### config.mk
export PLATFORM = sky130hd
export DESIGN_NAME = gate_test_sequencer
export DESIGN_NICKNAME = d
export VERILOG_FILES = /design/src/rtl/gate_test_sequencer.sv
export SDC_FILE = /design/constraint.sdc
export NUM_CORES = 1
export LEC_CHECK = 0
export CAP_MARGIN = 40
export CELL_PAD_IN_SITES_DETAIL_PLACEMENT = 1
export CELL_PAD_IN_SITES_GLOBAL_PLACEMENT = 1
export CORE_MARGIN = 2
export CORE_UTILIZATION = 42
export CTS_CLUSTER_DIAMETER = 80
export CTS_CLUSTER_SIZE = 16
export DETAILED_ROUTE_END_ITERATION = 10
export PLACE_DENSITY = 0.81
export SLEW_MARGIN = 25
export SYNTH_ARGS = -nofsm -noshare
export SYNTH_HDL_FRONTEND = slang
export SYNTH_SLANG_ARGS = --single-unit
### constraint.sdc
create_clock -name clk -period 3.1 [get_ports clk]
set_clock_uncertainty 0.05 [all_clocks]
set_input_delay 0.465 -clock clk [delete_from_list [all_inputs] [get_ports clk]]
set_output_delay 0.465 -clock clk [all_outputs]
set_load 0.05 [all_outputs]
### src/rtl/gate_test_sequencer.sv
// Stimulus/check controller for an inverter block: drives an alternating bit,
// waits a settle window, and compares two parallel gate outputs against ~dut_in.
module gate_test_sequencer #(
  parameter int TEST_NUMBER = 5,
  parameter int SETTLE_CYC  = 1,
  parameter int ERR_W       = 4,
  parameter int IDX_W       = 8
) (
  input  logic             clk,
  input  logic             rst_n,
  input  logic             start,
  input  logic             dut_out_a,
  input  logic             dut_out_b,
  output logic             dut_in,
  output logic             busy,
  output logic             done,
  output logic             pass,
  output logic [ERR_W-1:0] err_count,
  output logic [IDX_W-1:0] vec_idx
);

  localparam int CNT_W = (SETTLE_CYC < 2) ? 1 : $clog2(SETTLE_CYC + 1);
  localparam logic [IDX_W-1:0] LAST_IDX = IDX_W'(TEST_NUMBER - 1);

  typedef enum logic [2:0] {S_IDLE, S_DRIVE, S_SETTLE, S_CHECK, S_DONE} state_t;

  state_t             state_q, state_d;
  logic               dut_in_q, dut_in_d;
  logic               busy_q, busy_d;
  logic               done_q, done_d;
  logic               pass_q, pass_d;
  logic [ERR_W-1:0]   err_q, err_d;
  logic [IDX_W-1:0]   vec_idx_q, vec_idx_d;
  logic [CNT_W-1:0]   cnt_q, cnt_d;
  logic               exp_bit, ok_a, ok_b, mism;

  always_comb begin
    state_d   = state_q;
    dut_in_d  = dut_in_q;
    busy_d    = busy_q;
    done_d    = 1'b0;
    pass_d    = pass_q;
    err_d     = err_q;
    vec_idx_d = vec_idx_q;
    cnt_d     = cnt_q;
    exp_bit   = ~dut_in_q;
    ok_a      = (dut_out_a == exp_bit);
    ok_b      = (dut_out_b == exp_bit);
    // Default to mismatch so an unknown comparison result counts as a failure.
    mism      = 1'b1;
    if (ok_a && ok_b) mism = 1'b0;

    case (state_q)
      S_IDLE: begin
        if (start) begin
          state_d   = S_DRIVE;
          busy_d    = 1'b1;
          vec_idx_d = '0;
          err_d     = '0;
          pass_d    = 1'b0;
        end
      end
      S_DRIVE: begin
        dut_in_d = vec_idx_q[0];
        cnt_d    = CNT_W'(SETTLE_CYC);
        state_d  = S_SETTLE;
      end
      S_SETTLE: begin
        cnt_d = cnt_q - CNT_W'(1);
        if (cnt_q == CNT_W'(1)) state_d = S_CHECK;
      end
      S_CHECK: begin
        if (mism && (err_q != {ERR_W{1'b1}})) err_d = err_q + ERR_W'(1);
        if (vec_idx_q == LAST_IDX) begin
          state_d = S_DONE;
          done_d  = 1'b1;
          pass_d  = (err_d == '0);
        end else begin
          vec_idx_d = vec_idx_q + IDX_W'(1);
          state_d   = S_DRIVE;
        end
      end
      S_DONE: begin
        busy_d  = 1'b0;
        state_d = S_IDLE;
      end
      default: state_d = S_IDLE;
    endcase
  end

  always_ff @(posedge clk or negedge rst_n) begin
    if (!rst_n) begin
      state_q   <= S_IDLE;
      dut_in_q  <= 1'b0;
      busy_q    <= 1'b0;
      done_q    <= 1'b0;
      pass_q    <= 1'b0;
      err_q     <= '0;
      vec_idx_q <= '0;
      cnt_q     <= '0;
    end else begin
      state_q   <= state_d;
      dut_in_q  <= dut_in_d;
      busy_q    <= busy_d;
      done_q    <= done_d;
      pass_q    <= pass_d;
      err_q     <= err_d;
      vec_idx_q <= vec_idx_d;
      cnt_q     <= cnt_d;
    end
  end

  assign dut_in    = dut_in_q;
  assign busy      = busy_q;
  assign done      = done_q;
  assign pass      = pass_q;
  assign err_count = err_q;
  assign vec_idx   = vec_idx_q;

endmodule

# Yosys cells after proc, flatten, opt, wreduce, memory -nomap -nowiden
# Cells that the tools add are included.
# classes
n_mux,20
n_bitwise,1
eq_ne,12
addsub,3
n_reduce_logical,12
# op_table
cell,count
2-to-1 mux 8 bit,2
one-hot mux 8 bit (2 select lines),1
2-to-1 mux 4 bit,3
one-hot mux 3 bit (4 select lines),1
2-to-1 mux 3 bit,3
adder 8 x 1 -> 8 bit (second input constant),1
equality test 8 x 3 -> 1 bit (second input constant),1
inequality test 2 bit (second input constant),4
one-hot mux 4 bit (2 select lines),1
equality test 3 x 2 -> 1 bit (second input constant),2
2-to-1 mux 1 bit,6
one-hot mux 1 bit (2 select lines),3
AND reduction 2 bit,3
AND reduction 3 bit,2
nonzero test 2 bit,3
adder 4 x 1 -> 4 bit (second input constant),1
logical NOT 4 bit,1
inequality test 4 bit (second input constant),1
equality test 3 x 1 -> 1 bit (second input constant),1
equality test 3 bit (second input constant),1
logical NOT 3 bit,1
equality test 1 bit,2
logical AND 1 bit,2
inverter 1 bit,1
subtractor 1 bit (second input constant),1
# word_totals
inputBits,5
ff_bits,20
out_inout_bits,16

# Longest topological paths before layout
# depth
word_depth,10
mapped_depth,7

# Least setup slack after synthesis
# Ideal clock, no wire load.
# synth_timing
path_kind,register -> register
from,register vec_idx_q[0] (netlist: vec_idx[0])
to,register vec_idx_q[7] (netlist: vec_idx[7])
synth_period_minus_slack_ps,2154
stages_incl_launch_ff,8
arrival_ps,1960
setup_time_ps,144
slack_ps,946
path_cell_list,dfrtp_1 inv_1 ha_1 nor4b_2 a31o_4 a2111oi_4 xnor2_1 nor2_1
# synth_via
elab_chain_len,3
word_cells_on_any_way,6
# synth_lines
element,line,source
"start, declared",33,"logic [IDX_W-1:0] vec_idx_q, vec_idx_d;"
"start signal, assigned",108,vec_idx_q <= vec_idx_d;
adder 8 x 1 -> 8 bit or equality test 8 x 3 -> 1 bit (tied branches),"79, 74",
2-to-1 mux 8 bit or inequality test 2 bit (tied branches),n/a,
one-hot mux 8 bit (2 select lines) or AND reduction 3 bit (tied branches),n/a,
# Several ways; a longest one is shown, not always the timed one. The select of a mux whose other input is x is not followed.
# A chain may end at the register's enable or synchronous reset.

# Worst setup path in the final report
# layout_timing
from,register vec_idx_q[2] (netlist: vec_idx[2])
to,output port vec_idx[2]
# layout_lines
element,line,source
"end, declared",19,output logic [IDX_W-1:0] vec_idx
# No word-level cell between the ends.

==> flow_summary.json <==
{
  "drt-initial-drc-count": 44,
  "setup_violations": 0,
  "p_switching_uw": 635.0,
  "insertion_delay_ns": 0.30,
  "start_util_pct": 45.29,
  "r2r_end": "err_count[1]",
  "p_leak_uw": 0.0005878,
  "cts_hold_buf": 0,
  "p_sw_share_pct": 48.63,
  "wl_met3_um": 66,
  "vias_per_cell": 5.587,
  "cts_resized": 0,
  "worstPathArrival_ns": 1.66,
  "min_path_type": "input port to asynchronous set/reset pin",
  "p_per_area_nw_per_um2": 930.2,
  "cts_root_buf": "clkbuf_4",
  "grt_pass1_vias": 979,
  "final_hold_viol_count": 0,
  "ys_seq_area_share_pct": 43.81,
  "dpl.cell_count": 163,
  "worstPathCellList": "clkdlybuf4s50_1",
  "ys_ff_latch": 20,
  "r2r_slack_ns": 1.09,
  "grt_pass1_wl_mm": 4.719,
  "dieHeight_um": 56.15,
  "num_vias": 933,
  "first_pass_iters": 4,
  "p_total_uw": 1306,
  "syn_area_per_cell_um2": 9.933,
  "postLayoutCoreUtil_pct": 55.65,
  "cts_buffers": 3,
  "r2r_start": "err_count[0]",
  "drive_gt1_share_pct": 10.22,
  "io_buffer_count": 20,
  "gr-total-overflow": 0,
  "routabilityCongestion": 0.7016,
  "antenna_left": 0,
  "critPathSlowestCell": "clkdlybuf4s50_1",
  "post-dp-hpwl_mm": 2.053,
  "cp.required_ns": 2.58,
  "grt_use_total_pct": 18.84,
  "crit_fanout": 7,
  "cts_setup_buffers": 0,
  "netlist_area_um2": 1142,
  "r2r_cells": 6,
  "cp_top_family": "buffers and inverters",
  "htree_levels": 1,
  "pin_count": 21,
  "crit_path_max_incr_delay_ns": 0.85,
  "vdd_drop_max_v": 0.0006106,
  "design_area_um2": 1404,
  "coreArea_um2": 2522,
  "nNetsFinal": 146,
  "max_freq_mhz": 460.2,
  "grt_max_degree": 14,
  "path_class": "flip-flop to output pin",
  "diodes": 0,
  "clock_path_buffers": 2,
  "rows": 18,
  "finalNonFillerCells": 167,
  "synth-async-reset-ratio_pct": 100.0,
  "period_share_pct": 70.10,
  "die-area_um2": 3153,
  "p_comb_share_pct": 52.0,
  "layout_common_cells": "dfrtp_1, clkdlybuf4s50_1, nor2_1",
  "cts_num_sinks": 20,
  "yosysWarnings": 0,
  "areaGrowthSynthToFinish_pct": 22.89,
  "internal-power_uw": 670.9,
  "cts_tree": "done",
  "status": "finished, final reports clean",
  "synth_cell_types": 38,
  "routedWlPerCell_um": 16.15,
  "path_buf_inv": 1,
  "dr.max_layer_used": "met4",
  "wl_met1_mm": 1.246,
  "die_x_um": 56.15,
  "start_kind": "flip-flop",
  "slew-limit-headroom_pct": 64.24,
  "synthCells": 115,
  "synth_edf_count": 0,
  "path_clk_slew_ns": 0.12,
  "clock_power_share_pct": 11.9,
  "ys.flop_type": "dfrtp_1",
  "max_slew.worst_pin.slew_ns": 0.5348,
  "fin_crit_ns": 2.173,
  "cp-end-kind": "output pin",
  "syn_nets": 123,
  "wl_mm": 2.697,
  "antenna_found_initial": 0,
  "pwr-share-seq_pct": 36.1,
  "slew_violations": 0,
  "placed_area_um2": 1368,
  "drc": 0,
  "wl_met2_mm": 1.374,
  "rsz0062_at_grt": "false",
  "max-cap-violations": 0,
  "setup_tns_ns": 0
}
==> state kept, by name (all words and copies together) (netlist names) <==
| register | count |
|---|---|
| busy | 1 |
| cnt_q | 1 |
| done | 1 |
| dut_in | 1 |
| err_count | 4 |
| pass | 1 |
| state_q | 3 |
| vec_idx | 8 |
==> power groups by stage <==
stage	Sequential (µW)	Combinational [µW]	Clock, µW
after global routing	491	741	171
after floorplan	596	364	0
final	471	679	155
after CTS	470	686	161
after global placement	462	662	0
after detailed placement	475	683	0
==> how the worst max path moves through the flow <==
stage	cells after the start	to	startpoint	slack, ns
2_1_floorplan	7	vec_idx[7]	vec_idx[0]	0.95
3_3_place_gp	6	err_count[0]	dut_out_b	0.91
3_5_place_dp	5	vec_idx[6]	start	0.86
4_1_cts	1	vec_idx[2]	vec_idx[2]	0.93
5_1_grt	1	dut_in	dut_in	0.86
6_report	1	vec_idx[2]	vec_idx[2]	0.93
==> synth_stat cells (all sizes together) (2+ instances only) <==
library cell  instances  area share [%]
nor2                 16             5.3
nand2                 7             2.3
o21ai                 8             3.5
nor3b                 2             1.3
a21o                  2             1.3
buf                   4             3.1
nor4b                 2             2.6
a211oi                2             1.3
xnor2                 7             5.4
a31oi                 2             1.1
a21oi                 7             3.1
ha                    3             3.3
inv                   3            0.99
nand3                 9             3.9
nand3b                2             2.4
and3b                 2             1.5
dfrtp                20              44
==> kinds of logic (layout without fill, tap and decap cells) <==
kind of cell	after synthesis	count (layout)	synth area share (%)
AO/OA/AOI/OAI	27	27	17.30
adder cells (fa/ha/maj)	3	3	3.286
flip-flops	20	20	43.81
AND/OR/NAND/NOR	49	49	24.43
multiplexers	1	1	0.9857
XOR/XNOR	8	8	6.134
buffers and inverters	7	29	4.052
==> per-layer routing <==
metal / vias up / GRT usage (%)
met5: - / 0
met4: 0 / 6.463
met3: 2 / 2.558
met2: 15 / 31.60
met1: 458 / 24.85
li1: 458 / -
==> cell type report <==
| class | instances | area, µm² |
|---|---|---|
| well taps | 30 | 37.54 |
| multi-input cells | 88 | 595.6 |
| flip-flops and latches | 20 | 500.5 |
| clock buffers | 4 | 36.28 |
| fillers | 286 | 1119 |
| inverters | 3 | 11.26 |
| repair buffers | 22 | 222.7 |
==> stage by stage <==
stage / worst slack (ns) / hold slack (ns)
floorplan: 0.9458 / 0.1194
global placement: 0.9139 / 0.4469
detailed placement: 0.8579 / 0.4710
CTS: 0.9259 / 0.4024
global route: 0.8591 / 0.4171
finish: 0.9268 / 0.4010
Note: power is estimated with default switching activity, not from simulation.
